$ cat src/rtl/baccarat_ctrl.sv
// Baccarat hand sequencer: steps the card-load strobes through one hand, applies
// the third-card drawing rules and raises the win lights once the hand is settled.
module baccarat_ctrl (
  input  logic       slow_clock,
  input  logic       resetb,
  input  logic [3:0] pscore,
  input  logic [3:0] dscore,
  input  logic [3:0] pcard3,
  output logic       load_pcard1,
  output logic       load_pcard2,
  output logic       load_pcard3,
  output logic       load_dcard1,
  output logic       load_dcard2,
  output logic       load_dcard3,
  output logic       player_win_light,
  output logic       dealer_win_light,
  output logic       game_done,
  output logic [3:0] state_out
);

  typedef enum logic [3:0] {
    S_P1   = 4'd0,
    S_D1   = 4'd1,
    S_P2   = 4'd2,
    S_D2   = 4'd3,
    S_EVAL = 4'd4,
    S_P3   = 4'd5,
    S_BDEC = 4'd6,
    S_D3   = 4'd7,
    S_DONE = 4'd8
  } state_t;

  state_t     r_state;
  logic [5:0] r_load;
  logic       r_done;
  state_t     w_next;

  // Dealer third-card rule; tens and face cards count as zero.
  function automatic logic f_dealer_draw(input logic [3:0] ds, input logic [3:0] pc3);
    logic [3:0] v;
    v = (pc3 <= 4'd9) ? pc3 : 4'd0;
    return (ds <= 4'd2) ||
           ((ds == 4'd3) && (v != 4'd8)) ||
           ((ds == 4'd4) && (v >= 4'd2) && (v <= 4'd7)) ||
           ((ds == 4'd5) && (v >= 4'd4) && (v <= 4'd7)) ||
           ((ds == 4'd6) && (v >= 4'd6) && (v <= 4'd7));
  endfunction

  function automatic state_t f_next(input state_t s, input logic [3:0] ps,
                                    input logic [3:0] ds, input logic [3:0] pc3);
    state_t n;
    n = S_P1;
    case (s)
      S_P1:   n = S_D1;
      S_D1:   n = S_P2;
      S_P2:   n = S_D2;
      S_D2:   n = S_EVAL;
      S_EVAL: begin
        if ((ps >= 4'd8) || (ds >= 4'd8)) n = S_DONE;
        else if (ps <= 4'd5)              n = S_P3;
        else if (ds <= 4'd5)              n = S_D3;
        else                              n = S_DONE;
      end
      S_P3:   n = S_BDEC;
      S_BDEC: n = f_dealer_draw(ds, pc3) ? S_D3 : S_DONE;
      S_D3:   n = S_DONE;
      S_DONE: n = S_DONE;
      default: n = S_P1;
    endcase
    return n;
  endfunction

  // Strobe order: {pcard1, dcard1, pcard2, dcard2, pcard3, dcard3}.
  function automatic logic [5:0] f_loads(input state_t s);
    logic [5:0] l;
    l = 6'b000000;
    case (s)
      S_P1: l = 6'b100000;
      S_D1: l = 6'b010000;
      S_P2: l = 6'b001000;
      S_D2: l = 6'b000100;
      S_P3: l = 6'b000010;
      S_D3: l = 6'b000001;
      default: l = 6'b000000;
    endcase
    return l;
  endfunction

  assign w_next = f_next(r_state, pscore, dscore, pcard3);

  // Outputs are registered from the next state so they always match r_state.
  always_ff @(posedge slow_clock) begin
    if (!resetb) begin
      r_state <= S_P1;
      r_load  <= f_loads(S_P1);
      r_done  <= 1'b0;
    end else begin
      r_state <= w_next;
      r_load  <= f_loads(w_next);
      r_done  <= (w_next == S_DONE);
    end
  end

  assign load_pcard1 = r_load[5];
  assign load_dcard1 = r_load[4];
  assign load_pcard2 = r_load[3];
  assign load_dcard2 = r_load[2];
  assign load_pcard3 = r_load[1];
  assign load_dcard3 = r_load[0];
  assign game_done   = r_done;
  assign state_out   = r_state;

  // Lights track the live scores while the hand is finished; a tie lights both.
  assign player_win_light = r_done && (pscore >= dscore);
  assign dealer_win_light = r_done && (dscore >= pscore);

endmodule

$ cat config.mk
export PLATFORM = sky130hd
export DESIGN_NAME = baccarat_ctrl
export DESIGN_NICKNAME = d
export VERILOG_FILES = /design/src/rtl/baccarat_ctrl.sv
export SDC_FILE = /design/constraint.sdc
export NUM_CORES = 1
export LEC_CHECK = 0
export ABC_AREA = 0
export BUFFER_PORTS_ARGS = -buffer_cell sky130_fd_sc_hd__buf_2
export CAP_MARGIN = 10
export CORE_UTILIZATION = 35
export DETAILED_ROUTE_END_ITERATION = 16
export SETUP_SLACK_MARGIN = 0.15
export SLEW_MARGIN = 20
export SYNTH_ARGS = -nofsm -noshare
export SYNTH_HDL_FRONTEND = slang
export SYNTH_SLANG_ARGS = --single-unit
export TNS_END_PERCENT = 20
$ cat constraint.sdc
create_clock -name slow_clock -period 3.2 [get_ports slow_clock]
set_input_delay 0.16 -clock slow_clock [delete_from_list [all_inputs] [get_ports slow_clock]]
set_output_delay 0.16 -clock slow_clock [all_outputs]
set_load 0.01 [all_outputs]
==> impl_metrics.tcl, run 1 <==
set metrics [dict create \
    ys_warn_count 0 \
    cts_resized 0 \
    die_y_um 45.2 \
    end_kind "flip-flop" \
    syn-num-nets 93 \
    setup_viol 0 \
    avgSynthCellArea_sq_um 8.73 \
    grt_pass1_wl_um 2290 \
    fin_area_sq_um 822 \
    grt_use_met1_pct 20.5 \
    clk_latency_ps 280 \
    gp_routability_congestion 0.860 \
    grt-busiest-layer "met2" \
    wl_um 1410 \
    met3_usage_pct 7.20 \
    grt_usage_pct 15.5 \
    grt_pass1_vias 541 \
    crit_family "compound AO/OA/AOI/OAI gates" \
    crit_buf_inv 0 \
    place_hpwl_um 1090 \
    timing_worst_setup_path_type "reg -> reg" \
    nNetsFinal 121 \
    cp.arrival_ps 1860 \
    p_per_area_nw_per_um2 392 \
    final-hold-violation-count 0 \
    hp-class "in -> reg" \
    max_freq_mhz 594 \
    holdBufCountCts 0 \
    core_sq_um 1750 \
    synth_cell_types 34 \
    dieArea_sq_um 2050 \
    synth_flop_cell "dfxtp_1" \
    drv_slew 0 \
    cts.path.max_buffers 2 \
    rows 15 \
    fin_crit_sh_pct 52.6 \
    grtUsageMet2_pct 23.8 \
    p_leak_uw 0.000382 \
    drtIter0Drc 5 \
    required_ps 3380 \
    first_pass_iters 4 \
    clk_pin_slew_worst_paths_ps 70 \
    max-cap-violations 0 \
    portBuffers 26 \
    syn2layout_area_growth_pct 25.6 \
    maxSlewHeadroom_pct 62.0 \
    synth_edf_count 0 \
    initial_utilization_pct 37.5 \
    ys_seq_area_share_pct 33.7 \
    num_vias 656 \
    min_path_cells 2 \
    ir_worst_vdd_mv 0.329 \
    clkSinkCount 11 \
    final.setup_skew_ps 7.73 \
    outcome "finished, final reports clean" \
    viasPerCell 5.17 \
    start_kind "flip-flop" \
    critPathMaxStageDelay_ps 590 \
    numCtsBuffers 3 \
    cp_max_fo 13 \
    die_w_um 45.2 \
    path_depth 4 \
    grt-ovfl-total 0 \
    dpl_cell_area_sq_um 796 \
    netlist_instances 75 \
    cts_setup_buffers 0 \
    antenna_found_initial 0 \
    rsz0062_at_grt "no" \
    ios 27 \
    diodes 0 \
    worst_slew_pin_slew_ps 561 \
    ys_ff_latch 11 \
    min_period_ps 1680 \
    cts.htree.levels 1 \
    ant_nets 0 \
    synthesis.area_sq_um 654 \
    root_buffer "clkbuf_4" \
    drc 0 \
    wire_per_inst_um 11.1 \
    fin_tns_setup_ps 0 \
    cts_tree "done" \
    path_cells "and4b_1 -> a221oi_1 -> nor2_1 -> o21a_1" \
    synthArstFlopShare_pct 0 \
    layout_common_cells "26 x buf_2, 11 x dfxtp_1, 8 x inv_1" \
    critPathSlowestCell "dfxtp_1" \
    drive_gt1_share_pct 31.4 \
    layout_commonest_cell "buf_2" \
    r2r_cells 4 \
    grt_max_degree 14 \
]
==> routing by layer <==
metal,vias to the layer above,share of wire (%)
met4,0,0
met3,0,5.4
met1,294,49
met5,-,0
li1,336,-
met2,26,45
==> report_power, final <==
part / total [uW] / switching [uW] / internal (uW)
sequential: 157 / 11.4 / 146
clock: 97.1 / 48.8 / 48.3
combinational: 67.8 / 36.0 / 31.8
==> cells in the mapped netlist (2+ instances only) <==
cell type,n,area (sq um)
dfxtp_1,11,220
inv_1,8,30.0
nor2_1,5,18.8
o21a_1,5,37.5
ha_1,4,50.1
nor3_1,4,20.0
nor2b_1,3,18.8
a211oi_1,2,15.0
a21boi_0,2,15.0
and4_1,2,17.5
nand2_1,2,7.51
nand3_1,2,10.0
nor3b_1,2,15.0
nor4_1,2,12.5
o21ai_0,2,10.0
==> cells by family (layout without fill, tap and decap cells) <==
kind of cell / Yosys count / in the layout / share of synthesized area [%]
adder cells (fa/ha/maj): 4 / 4 / 7.65
buffers and inverters: 11 / 38 / 7.65
XOR/XNOR: 1 / 1 / 1.34
AO/OA/AOI/OAI: 19 / 19 / 22.0
flip-flops: 11 / 11 / 33.7
AND/OR/NAND/NOR: 29 / 29 / 27.7
==> path summary, 6_finish.rpt <==
| path | start | slack (ps) | end |
|---|---|---|---|
| worst max-delay path | state_out[1] | 1520 | state_out[1] |
| worst min-delay path | resetb | 160 | r_load[5] |
| worst max register to register | state_out[1] | 1520 | state_out[1] |
| worst min register to register | state_out[0] | 590 | r_load[3] |
==> flip-flops by register name (all words and copies together), names as in the netlist <==
name / count
game_done: 1
r_load: 6
state_out: 4
==> layout make-up <==
type,count,area [sq um]
multi-input combinational,53,384
inverter,8,30.0
sequential,11,220
timing repair buffer,26,130
clock buffer,4,26.3
tap,25,31.3
fill,179,923
==> through the flow <==
step,cells,worst slack [ps],hold WS (ps),utilization [%],total power [uW]
CTS,127,1520,158,47.1,323
floorplan,75,1700,236,-,201
finish,127,1520,160,47.1,322
global placement,123,1600,431,45.6,228
global route,127,1430,190,47.1,340
detailed placement,123,1550,435,45.6,228
No activity file was read; power rests on OpenSTA's default activity.
==> inputs of run 2 (changes only) <==
==> constraint.sdc (replaced) <==
create_clock -name slow_clock -period 1.8 [get_ports slow_clock]
set_input_delay 0.09 -clock slow_clock [delete_from_list [all_inputs] [get_ports slow_clock]]
set_output_delay 0.09 -clock slow_clock [all_outputs]
set_load 0.01 [all_outputs]
==> run 2 against run 1 <==
Against the previous run:
- register-to-register slack worse by 1300 ps
- largest cell class unchanged
- total power up 78%
- highest routed layer is now met4
- worst setup slack worse by 1300 ps
- routed wire length up 12%
- clock power up 67%
- die area unchanged
- final area up 2.7%
==> impl_metrics.tcl, run 2 (synthesis results as in run 1) <==
set metrics [dict create \
    drtIter0Drc 16 \
    timing.rr.end "r_load[0]" \
    cp.arrival_ps 1750 \
    p_total_uw 574 \
    holdBufCountCts 0 \
    cts.htree.levels 1 \
    path_cells "and2b_4 -> or4b_1 -> nor4_1 -> o21a_1" \
    outcome "finished, final reports clean" \
    max_freq_mhz 650 \
    max-cap-violations 0 \
    ant_nets 0 \
    clk_pin_slew_worst_paths_ps 70 \
    diodes 0 \
    numCtsBuffers 3 \
    ir_worst_vdd_mv 0.312 \
    start_kind "flip-flop" \
    worst_hold_slack_ps 83.3 \
    syn2layout_area_growth_pct 29.1 \
    grt-ovfl-total 0 \
    r2r-start "state_out[3]" \
    dpl_cell_area_sq_um 818 \
    grt_max_degree 9 \
    critPathMaxStageDelay_ps 440 \
    p_leak_uw 0.000398 \
    dieArea_sq_um 2050 \
    gp_routability_congestion 0.894 \
    fin_crit_sh_pct 85.5 \
    wl_um 1580 \
    fin_tns_setup_ps 0 \
    wire_per_inst_um 12.1 \
    final-hold-violation-count 0 \
    timing_worst_setup_path_type "reg -> reg" \
    nNetsFinal 124 \
    fin_area_sq_um 845 \
    cp_max_fo 6 \
    rsz0062_at_grt "no" \
    critPathSlowestCell "or4b_1" \
    required_ps 2010 \
    p_per_area_nw_per_um2 679 \
    end_kind "flip-flop" \
    regMostFlops "r_load" \
    die_w_um 45.2 \
    cp-startpoint "state_out[3]" \
    clkSinkCount 11 \
    cts_setup_buffers 0 \
    cts_tree "done" \
    rows 15 \
    min_period_ps 1540 \
    layout_common_cells "26 x buf_2, 11 x dfxtp_1, 8 x inv_1" \
    r2r_cells 4 \
    min_path_cells 2 \
    crit_family "simple AND/OR/NAND/NOR gates" \
    grt_usage_pct 17.3 \
    root_buffer "clkbuf_4" \
    setup_viol 0 \
    die_y_um 45.2 \
    cts_resized 0 \
    clk_latency_ps 260 \
    drive_gt1_share_pct 33.3 \
    grt_pass1_vias 597 \
    core_sq_um 1750 \
    final.setup_skew_ps 4.20 \
    place_hpwl_um 1270 \
    largest_reg_flops 6 \
    drc 0 \
    hold_start "resetb" \
    antenna_found_initial 0 \
    postLayoutCoreUtil_pct 48.4 \
    first_pass_iters 4 \
    holdPathEnd "r_load[5]" \
    maxSlewHeadroom_pct 59.6 \
    ios 27 \
    hp-class "in -> reg" \
    worst-r2r-setup-slack_ps 260 \
    cts.path.max_buffers 2 \
    viasPerCell 5.45 \
    worst_slew_pin_slew_ps 596 \
    grt_pass1_wl_um 2610 \
    drv_slew 0 \
    initial_utilization_pct 37.5 \
    crit_buf_inv 0 \
    portBuffers 26 \
    layout_commonest_cell "buf_2" \
    num_vias 708 \
]
## run 2: area by class of cell
class                      count  area [sq um]
fill                         172           901
tap                           25          31.3
timing repair buffer          29           153
sequential                    11           220
multi-input combinational     53           384
inverter                       8          30.0
clock buffer                   4          26.3
## run 2: through the flow
stage	std cells	worst slack, ps
after floorplan	75	301
after global placement	126	333
after detailed placement	126	288
after CTS	130	270
after global routing	130	170
final	130	261
## run 2: worst reg2reg max path: stages, from the launching register on
cell and delay (ps):
dfxtp_1 340, and2b_4 290, or4b_1 440, nor4_1 270, o21a_1 140
## run 2: worst max-delay path by stage
stage | cells after the start | slack, ps | end
4_1_cts | 4 | 270 | r_load[0]
2_1_floorplan | 5 | 300 | r_load[0]
3_3_place_gp | 4 | 330 | r_load[0]
6_report | 4 | 260 | r_load[0]
3_5_place_dp | 4 | 290 | r_load[0]
5_1_grt | 4 | 170 | r_load[0]
## run 2: routing by layer
layer | GRT usage, % | wire length (um)
met5 | 0 | 0
met4 | 4.24 | 5
met3 | 4.80 | 109
met2 | 27.0 | 730
met1 | 23.4 | 734
## run 2: power by group
group          switching, uW  total [uW]  internal (uW)
Combinational           77.6         141           63.9
Sequential              10.6         270            259
Clock                   76.9         162           85.6
